<file path="src/rtl/fp_cmp_sched96.sv">
// Round-robin scheduler sharing one external combinational FP96 compare unit among NREQ
// requesters through a two-stage operand/result pipeline with sticky NaN flags and an op count.
module fp_cmp_sched96 #(
    parameter int   NREQ = 4,
    parameter int   TAGW = 4,
    localparam int  IDW  = $clog2(NREQ)
) (
    input  logic                 clk,
    input  logic                 rst_n,
    input  logic                 flush,
    input  logic                 clr_flags,
    input  logic [NREQ-1:0]      req_valid,
    output logic [NREQ-1:0]      req_ready,
    input  logic [NREQ*96-1:0]   req_a,
    input  logic [NREQ*96-1:0]   req_b,
    input  logic [NREQ*TAGW-1:0] req_tag,
    output logic [95:0]          cmp_a,
    output logic [95:0]          cmp_b,
    input  logic [15:0]          cmp_o,
    input  logic                 cmp_nan,
    input  logic                 cmp_snan,
    input  logic                 cmp_inf,
    output logic                 rsp_valid,
    input  logic                 rsp_ready,
    output logic [IDW-1:0]       rsp_id,
    output logic [TAGW-1:0]      rsp_tag,
    output logic [15:0]          rsp_o,
    output logic                 rsp_nan,
    output logic                 rsp_snan,
    output logic                 rsp_inf,
    output logic                 sticky_nan,
    output logic                 sticky_snan,
    output logic [31:0]          op_count
);

    logic            s1_v_r;
    logic [95:0]     s1_a_r;
    logic [95:0]     s1_b_r;
    logic [IDW-1:0]  s1_id_r;
    logic [TAGW-1:0] s1_tag_r;
    logic            s2_v_r;
    logic [IDW-1:0]  s2_id_r;
    logic [TAGW-1:0] s2_tag_r;
    logic [15:0]     s2_o_r;
    logic            s2_nan_r;
    logic            s2_snan_r;
    logic            s2_inf_r;
    logic [IDW-1:0]  ptr_r;
    logic            sticky_nan_r;
    logic            sticky_snan_r;
    logic [31:0]     op_count_r;

    logic            adv1_s;
    logic            adv2_s;
    logic            acc_s;
    logic            issue_s;
    logic            grant_v_s;
    logic [IDW-1:0]  grant_id_s;
    logic [NREQ-1:0] req_ready_s;

    // Requester index base+step modulo NREQ; base < NREQ and step <= NREQ so one subtract suffices.
    function automatic logic [IDW-1:0] rr_idx(input logic [IDW-1:0] base, input int unsigned step);
        logic [IDW:0] sum;
        sum = {1'b0, base} + (IDW+1)'(step);
        sum = (sum >= (IDW+1)'(NREQ)) ? (sum - (IDW+1)'(NREQ)) : sum;
        return sum[IDW-1:0];
    endfunction

    assign adv2_s  = s1_v_r & (~s2_v_r | rsp_ready);
    assign adv1_s  = ~s1_v_r | adv2_s;
    assign acc_s   = s2_v_r & rsp_ready;
    assign issue_s = rst_n & ~flush & adv1_s & grant_v_s;

    // Round-robin search starting just after the last granted requester.
    always_comb begin
        grant_v_s  = 1'b0;
        grant_id_s = ptr_r;
        for (int k = 1; k <= NREQ; k++) begin
            grant_id_s = (!grant_v_s && req_valid[rr_idx(ptr_r, k)]) ? rr_idx(ptr_r, k) : grant_id_s;
            grant_v_s  = grant_v_s | req_valid[rr_idx(ptr_r, k)];
        end
    end

    // One-hot ready for the granted requester, only in a cycle that actually issues.
    always_comb begin
        req_ready_s = {NREQ{1'b0}};
        if (issue_s) begin
            req_ready_s[grant_id_s] = 1'b1;
        end else begin
            req_ready_s = {NREQ{1'b0}};
        end
    end

    // Stage 1: operand register feeding the compare unit, plus arbiter pointer.
    always_ff @(posedge clk or negedge rst_n) begin
        if (!rst_n) begin
            s1_v_r   <= 1'b0;
            s1_a_r   <= 96'd0;
            s1_b_r   <= 96'd0;
            s1_id_r  <= {IDW{1'b0}};
            s1_tag_r <= {TAGW{1'b0}};
            ptr_r    <= IDW'(NREQ - 1);
        end else if (flush) begin
            s1_v_r <= 1'b0;
        end else if (adv1_s) begin
            s1_v_r <= grant_v_s;
            if (issue_s) begin
                s1_a_r   <= req_a[96*grant_id_s +: 96];
                s1_b_r   <= req_b[96*grant_id_s +: 96];
                s1_id_r  <= grant_id_s;
                s1_tag_r <= req_tag[TAGW*grant_id_s +: TAGW];
                ptr_r    <= grant_id_s;
            end
        end
    end

    // Stage 2: result register; holds steady while the consumer stalls.
    always_ff @(posedge clk or negedge rst_n) begin
        if (!rst_n) begin
            s2_v_r    <= 1'b0;
            s2_id_r   <= {IDW{1'b0}};
            s2_tag_r  <= {TAGW{1'b0}};
            s2_o_r    <= 16'd0;
            s2_nan_r  <= 1'b0;
            s2_snan_r <= 1'b0;
            s2_inf_r  <= 1'b0;
        end else if (flush) begin
            s2_v_r <= 1'b0;
        end else if (adv2_s) begin
            s2_v_r    <= 1'b1;
            s2_id_r   <= s1_id_r;
            s2_tag_r  <= s1_tag_r;
            s2_o_r    <= cmp_o;
            s2_nan_r  <= cmp_nan;
            s2_snan_r <= cmp_snan;
            s2_inf_r  <= cmp_inf;
        end else if (rsp_ready) begin
            s2_v_r <= 1'b0;
        end
    end

    // Sticky flags and accepted-response counter; a flush does not cancel an accept.
    always_ff @(posedge clk or negedge rst_n) begin
        if (!rst_n) begin
            sticky_nan_r  <= 1'b0;
            sticky_snan_r <= 1'b0;
            op_count_r    <= 32'd0;
        end else begin
            sticky_nan_r  <= (sticky_nan_r  & ~clr_flags) | (acc_s & s2_nan_r);
            sticky_snan_r <= (sticky_snan_r & ~clr_flags) | (acc_s & s2_snan_r);
            op_count_r    <= op_count_r + {31'd0, acc_s};
        end
    end

    assign req_ready   = req_ready_s;
    assign cmp_a       = s1_a_r;
    assign cmp_b       = s1_b_r;
    assign rsp_valid   = s2_v_r;
    assign rsp_id      = s2_id_r;
    assign rsp_tag     = s2_tag_r;
    assign rsp_o       = s2_o_r;
    assign rsp_nan     = s2_nan_r;
    assign rsp_snan    = s2_snan_r;
    assign rsp_inf     = s2_inf_r;
    assign sticky_nan  = sticky_nan_r;
    assign sticky_snan = sticky_snan_r;
    assign op_count    = op_count_r;

endmodule
</file>
<file path="config.mk">
export PLATFORM = sky130hd
export DESIGN_NAME = fp_cmp_sched96
export DESIGN_NICKNAME = d
export VERILOG_FILES = /design/src/rtl/fp_cmp_sched96.sv
export SDC_FILE = /design/constraint.sdc
export NUM_CORES = 1
export LEC_CHECK = 0
export BUFFER_PORTS_ARGS = -buffer_cell sky130_fd_sc_hd__buf_2
export CAP_MARGIN = 15
export CORE_AREA = 2 2 416 418
export CTS_CLUSTER_SIZE = 30
export DETAILED_ROUTE_END_ITERATION = 10
export DIE_AREA = 0 0 418 420
export PLACE_DENSITY = 0.39
export SETUP_SLACK_MARGIN = 0.05
export SYNTH_ARGS = -nofsm -noshare
export SYNTH_HDL_FRONTEND = slang
export SYNTH_SLANG_ARGS = --single-unit
</file>
<file path="constraint.sdc">
create_clock -name clk -period 3 [get_ports clk]
set_input_delay 0.9 -clock clk [delete_from_list [all_inputs] [get_ports clk]]
set_output_delay 0.9 -clock clk [all_outputs]
set_load 0.03 [all_outputs]
</file>
Yosys cells after proc, flatten, opt, wreduce, memory -nomap -nowiden
Cells that the tools add are included.
{"block": "classes", "n_addsub": 9, "n_mul": 1, "magnitude_cmp": 10, "shifts": 3, "muxes": 24, "n_bitwise": 20, "reduce_logical": 11}
{"op": "$shiftx A384 B10 Y96", "count": 2}
{"op": "$add A32 B1 Y32", "count": 1}
{"op": "$mux W2", "count": 8}
{"op": "$shiftx A16 B5 Y4", "count": 1}
{"op": "$lt A2 B3 Y1 const B", "count": 5}
{"op": "$ge A3 B3 Y1 const B", "count": 4}
{"op": "$mux W1", "count": 10}
{"op": "$and A1 B1 Y1", "count": 9}
{"op": "$bmux W1 S2", "count": 4}
{"op": "$sub A2 B1 Y2 const B", "count": 4}
{"op": "$or A1 B1 Y1", "count": 7}
{"op": "$add A2 B2 Y3 const B", "count": 2}
{"op": "$logic_and A1 B1 Y1", "count": 4}
{"op": "$mul A2 B2 Y4 const A", "count": 1}
{"op": "$mux W4", "count": 1}
{"op": "$not A1 Y1", "count": 4}
{"op": "$add A2 B1 Y3 const B", "count": 1}
{"op": "$add A2 B3 Y3 const B", "count": 1}
{"op": "$logic_not A1 Y1", "count": 3}
{"op": "$reduce_and A3 Y1", "count": 1}
{"op": "$reduce_bool A3 Y1", "count": 1}
{"op": "$demux W1 S2", "count": 1}
{"op": "$ge A2 B1 Y1 const B", "count": 1}
{"op": "$reduce_and A2 Y1", "count": 1}
{"op": "$reduce_bool A2 Y1", "count": 1}
{"block": "word_totals", "register_bits": 261, "inputBits": 812, "word_cells": 94}

Longest topological paths before layout
{"block": "depth", "ltp_word": 15, "depth_mapped": 8}

Least setup slack after synthesis
OpenSTA, ideal clock, no wires.
{"block": "synth_timing", "kind": "input -> output", "start": "in req_valid[3]", "end": "out req_ready[0]", "arrival_time_ns": 2.679, "path_slack_ns": -0.579, "stages": 6, "path_buffers": 2, "cell_sequence": "nor2b_1 > a21o_1 > a221o_1 > clkbuf_1 > clkbuf_1 > nor3_1"}
{"block": "synth_via", "elab_chain_cells": 12, "word_cells_on_any_way": 28}
{"item": "from (decl)", "line_no": "12", "text": "input logic [NREQ-1:0] req_valid,"}
{"item": "$bmux W1 S2", "line_no": "79, 80"}
{"item": "$mux W1 (not written as such)", "line_no": "79, 80"}
{"item": "$logic_not A1 Y1 / $or A1 B1 Y1 (equally long branches)", "line_no": "79, 80"}
{"item": "$logic_and A1 B1 Y1 (tied with other cells)", "line_no": "79", "text": "grant_id_s = (!grant_v_s && req_valid[rr_idx(ptr_r, k)]) ? rr_idx(ptr_r, k) : grant_id_s;"}
{"item": "$mux W2 (tied with other cells)", "line_no": "79"}
{"item": "$mux W2 / $logic_and A1 B1 Y1 (equally long branches)", "line_no": "79"}
{"item": "$mux W2", "line_no": "79"}
{"item": "$lt A2 B3 Y1 (not written as such) / $ge A2 B1 Y1 (equally long branches)", "line_no": "88", "text": "req_ready_s[grant_id_s] = 1'b1;"}
{"item": "$logic_and A1 B1 Y1 (not written as such)", "line_no": "88"}
{"item": "$mux W1 (not written as such)", "line_no": "88"}
{"item": "$demux W1 S2", "line_no": "88"}
{"item": "$mux W4 (*)", "line_no": "87", "text": "if (issue_s) begin"}
{"item": "to (decl)", "line_no": "13", "text": "output logic [NREQ-1:0] req_ready,"}
Every way passes the cells marked *; elsewhere a longest branch is shown, timed or not. The select of a mux whose other input is x is not followed.

Worst setup path in the final report
{"block": "layout_timing", "start": "reg ptr_r[0]", "end": "out req_ready[3]"}
{"block": "layout_via", "elab_chain_cells": 15, "word_cells_on_any_way": 44}
{"item": "from (decl)", "line_no": "48", "text": "logic [IDW-1:0] ptr_r;"}
{"item": "from (signal assigned)", "line_no": "102", "text": "ptr_r <= IDW'(NREQ - 1);"}
{"item": "from (signal assigned)", "line_no": "112", "text": "ptr_r <= grant_id_s;"}
{"item": "$add A2 B1 Y3 / $add A2 B2 Y3 (equally long branches)", "line_no": "64", "text": "sum = {1'b0, base} + (IDW+1)'(step);"}
{"item": "$ge A3 B3 Y1 / $sub A2 B1 Y2 (equally long branches)", "line_no": "65", "text": "sum = (sum >= (IDW+1)'(NREQ)) ? (sum - (IDW+1)'(NREQ)) : sum;"}
{"item": "$mux W2", "line_no": "65"}
{"item": "$bmux W1 S2", "line_no": "79, 80"}
{"item": "$mux W1 (not written as such)", "line_no": "79, 80"}
{"item": "$logic_not A1 Y1 / $or A1 B1 Y1 (equally long branches)", "line_no": "79, 80"}
{"item": "$logic_and A1 B1 Y1 (tied with other cells)", "line_no": "79"}
{"item": "$mux W2 (tied with other cells)", "line_no": "79"}
{"item": "$mux W2 / $logic_and A1 B1 Y1 (equally long branches)", "line_no": "79"}
{"item": "$mux W2", "line_no": "79"}
{"item": "$lt A2 B3 Y1 (not written as such) / $ge A2 B1 Y1 (equally long branches)", "line_no": "88"}
{"item": "$logic_and A1 B1 Y1 (not written as such)", "line_no": "88"}
{"item": "$mux W1 (not written as such)", "line_no": "88"}
{"item": "$demux W1 S2", "line_no": "88"}
{"item": "$mux W4 (*)", "line_no": "87"}
Marked as above.

==> summary.md <==
| Metric | Value |
|---|---|
| Max Slew Vio Count | `0` |
| PD cells | `1046 nW/um^2` |
| Post-synth EDFFs | `0` |
| Initial drt markers | `about 1,200` |
| # clock sinks | `between 200 and 300` |
| Switching share of power | `0.5103` |
| Drt first pass iters | `5` |
| Failing checks | `setup timing` |
| RSZ-0062 raised after global routing | `yes` |
| Most common cell on crit path | `buf_6` |
| Psw | `14.06 mW` |
| Post-Syn Nets | `2,612` |
| All-layer global routing usage | `0.1227` |
| Nets | `between 3,000 and 4,000` |
| Run status | `finished, violations left` |
| GP Congestion | `around 0.9` |
| Syn_area_per_cell | `8.920 um^2` |
| Final setup fails | `4` |
| Internal | `~13 mW` |
| Total Wirelength | `114,400 um` |
| Starting Density | `0.09380` |
| Startpoint Class | `flop` |
| Slowest cell on crit path | `dfstp_2` |
| Clk slew on worst S/H paths | `0.06 ns` |
| CP Max Fanout | `3` |
| Least-Margin Pin Slew | `1.026 ns` |
| Sequential area share after synthesis | `0.4074` |
| CP arrival | `around 2.3 ns` |
| Placed cell count | `5,018` |
| Cell area after layout | `26,350 um^2` |
| Largest net degree at the start of global routing | `102` |
| Relative slew slack | `0.3160` |
| Layout Utilization | `0.1541` |
| Part of the power in combinational logic | `0.599` |
| Die X | `418 um` |
| Synth Flop Type | `dfrtp_1` |
| Post-layout minimum cycle time | `~3.2 ns` |
| Crit-path max cell delay | `between 0.5 and 0.6 ns` |
| Final hold vios | `0` |
| First-pass GRT wire length | `153,600 um` |
| WS Path Type | `flop to output port` |
| Core Region | `171,000 um^2` |
| Flops & latches, synth | `about 260` |
| Synth area leaders | `dfrtp_1 (40%), a211oi_1 (18%), and3_1 (16%)` |
| Fraction of registers with async set or reset after synthesis | `1.000` |
| Worst-Skew Late Latency | `0.60 ns` |
| I/O pin count | `1,068` |
| Worst reg2reg path startpoint | `ptr_r[0]` |
| Clock Root Buffer | `clkbuf_16` |
| Worst r2r path cells | `11` |
| Area leader, netlist | `dfrtp_1` |
| Clock Skews | `roughly 0.013 ns` |
| Cts bufs inserted | `39` |
| Lkg Pwr | `12.92 nW` |
| Vias in the first global route | `between 15,000 and 20,000` |
| Dpl cell area | `24,850 um^2` |
| CTS tree | `done` |
| Final setup margin | `-0.2271 ns` |
| Layout area overhead | `64.32%` |
| Crit. Startpoint | `ptr_r[0]` |
| Fmax | `around 310 MHz` |
| Antenna Nets Post-Route | `0` |
| Critical-path cell list | `nand2b_4, buf_6, o211ai_1, clkbuf_16, and2_4, nor3_4, buf_6` |
| Synth top area share | `0.4041` |
| Vias | `19,419` |
| Post-DP HPWL | `about 93,000 um` |
| Share of layout cells above drive strength 1 | `0.4602` |
| DRC | `0` |
| Worst ir drop on vdd | `0.4789 mV` |
| Die H | `420 um` |
| Post-Syn Area | `16,040 um^2` |
| Fin Setup TNS | `-0.7762 ns` |
| CTS H-tree lvls | `2` |
| Post-synthesis cell count | `roughly 1,800` |
| Crit. End Element | `output port` |
| Initial antenna violation count | `51` |
| Worst EP required | `2.10 ns` |
| Max Cap Violations | `0` |
| FP Rows | `152` |
| Grt ovf | `0` |
| Post-Layout Cell Count | `5,110` |
| Routed WL per cell | `about 22 um` |
| Clk pwr share | `0.181` |
| Synth Warn # | `0` |
| Port Buf Inserts | `between 1,000 and 1,500` |
| Worst hold path type | `input pin to async pin` |
| Fin crit share | `1.076` |
| Vias/cell | `roughly 3.8` |
| Part of the power in registers | `0.220` |
| Max Root-Sink Buffers | `3` |
| Cell variety after synth | `33` |
| Die area | `175,600 um^2` |
-- worst paths after layout --
kind	endpoint	slack, ns
max	req_ready[3]	-0.23
min	cmp_b[38]	0.30
max reg2reg	cmp_a[23]	0.09
min reg2reg	cmp_b[95]	0.47
max in group asynchronous	cmp_a[65]	1.62
min in group clk	cmp_b[95]	0.47
-- layer usage --
layer	global-route usage	vias to the layer above	routed length [um]
met5	0	-	198
met4	0.03066	32	2802
met3	0.03949	172	8928
met2	0.2076	711	56230
met1	0.1493	9498	46220
li1	-	9006	-
-- logic make-up (layout without fill, tap and decap cells) --
family / Yosys count / in the layout / synth area share
buffers and inverters: 225 / 1291 / 0.05407
XOR/XNOR: 30 / 30 / 0.01638
other: 0 / 13 / 0
adder cells (fa/ha/maj): 2 / 2 / 0.001560
AO/OA/AOI/OAI: 600 / 600 / 0.2816
flip-flops: 261 / 261 / 0.4074
AND/OR/NAND/NOR: 653 / 653 / 0.2201
multiplexers: 27 / 27 / 0.01896
-- power by group through the flow --
stage | clock [mW] | combinational [mW] | sequential [mW]
final | 5.00 | 16.5 | 6.05
after global routing | 5.36 | 17.8 | 6.24
after CTS | 5.26 | 16.8 | 6.05
after detailed placement | 0 | 16.6 | 6.11
after global placement | 0 | 16.6 | 6.09
after floorplan | 0 | 6.69 | 8.71
-- flip-flops by register name (all words and copies together) (netlist names) --
| register | flops |
|---|---|
| cmp_a | 96 |
| cmp_b | 96 |
| op_count | 32 |
| rsp_o | 16 |
| rsp_tag | 4 |
| s1_tag_r | 4 |
| ptr_r | 2 |
| rsp_id | 2 |
| s1_id_r | 2 |
| rsp_inf | 1 |
| rsp_nan | 1 |
| rsp_snan | 1 |
| rsp_valid | 1 |
| s1_v_r | 1 |
| sticky_nan | 1 |
| sticky_snan | 1 |
-- metrics by stage --
| step | worst slack (ns) | total power, mW | hold slack, ns |
|---|---|---|---|
| after floorplan | -0.07299 | 15.40 | 0.4429 |
| after global placement | -0.2201 | 22.66 | 0.4588 |
| after detailed placement | -0.2543 | 22.70 | 0.4601 |
| after CTS | -0.2889 | 28.10 | 0.2376 |
| after global routing | -0.3199 | 29.42 | 0.2554 |
| final | -0.2271 | 27.56 | 0.3049 |
-- final cells by class --
cell class | instances | area [um^2]
diodes | 13 | 32.53
clock buffers | 59 | 1141
clock inverters | 8 | 177.7
fillers | 19559 | 144600
inverters | 5 | 18.77
multi-input cells | 1312 | 8765
flip-flops and latches | 261 | 6534
well taps | 2233 | 2794
repair buffers | 1219 | 6892
-- synth_stat cells, types with 5 or more instances --
cell type	n
nand3_1	13
o31ai_1	197
dfrtp_1	259
clkbuf_1	200
and3_1	398
inv_1	5
nand4_1	5
buf_2	18
nor2_1	7
xnor2_1	23
xor2_1	7
nand2_1	209
nor3_1	8
mux2_2	27
a211oi_1	392
-- worst max-delay path, delay by kind of cell, from the launching register on --
family / cells / cell delay [ns]
AOI/OAI and AO/OA: 1 / 0.14
DFF: 1 / 0.57
buffers and inverters: 3 / 0.45
and+or+nand+nor: 3 / 0.57
-- timing repair --
action,4_1_cts,5_1_grt
resized for setup,10,5
hold buffers,0,0
pin swaps,5,3
setup buffers,11,1
hold endpoints to repair,0,0
setup endpoints to repair,4,4
-- cell usage in the layout, fill, tap and decap left out, drive strengths merged --
cell type,netlist,layout
o211ai,1,1
a21oi,2,2
mux2,27,27
nand4,5,5
nor2b,2,2
xnor2,23,23
a21o,1,1
o21ai,3,3
nor3b,1,1
nand4bb,1,1
and4,2,2
a221o,1,1
and3,398,398
and2,4,4
clkbuf,200,60
diode,0,13
dfstp,2,2
nor3,8,8
o31ai,197,197
a221oi,1,1
nor4,1,1
buf,20,1218
dfrtp,259,259
ha,2,2
nor2,7,7
inv,5,6
nand3,13,13
a211oi,392,392
bufinv,0,4
nand2b,2,2
xor2,7,7
a22o,2,2
nand2,209,209
clkinv,0,3
Power figures use the tool's default switching activity.
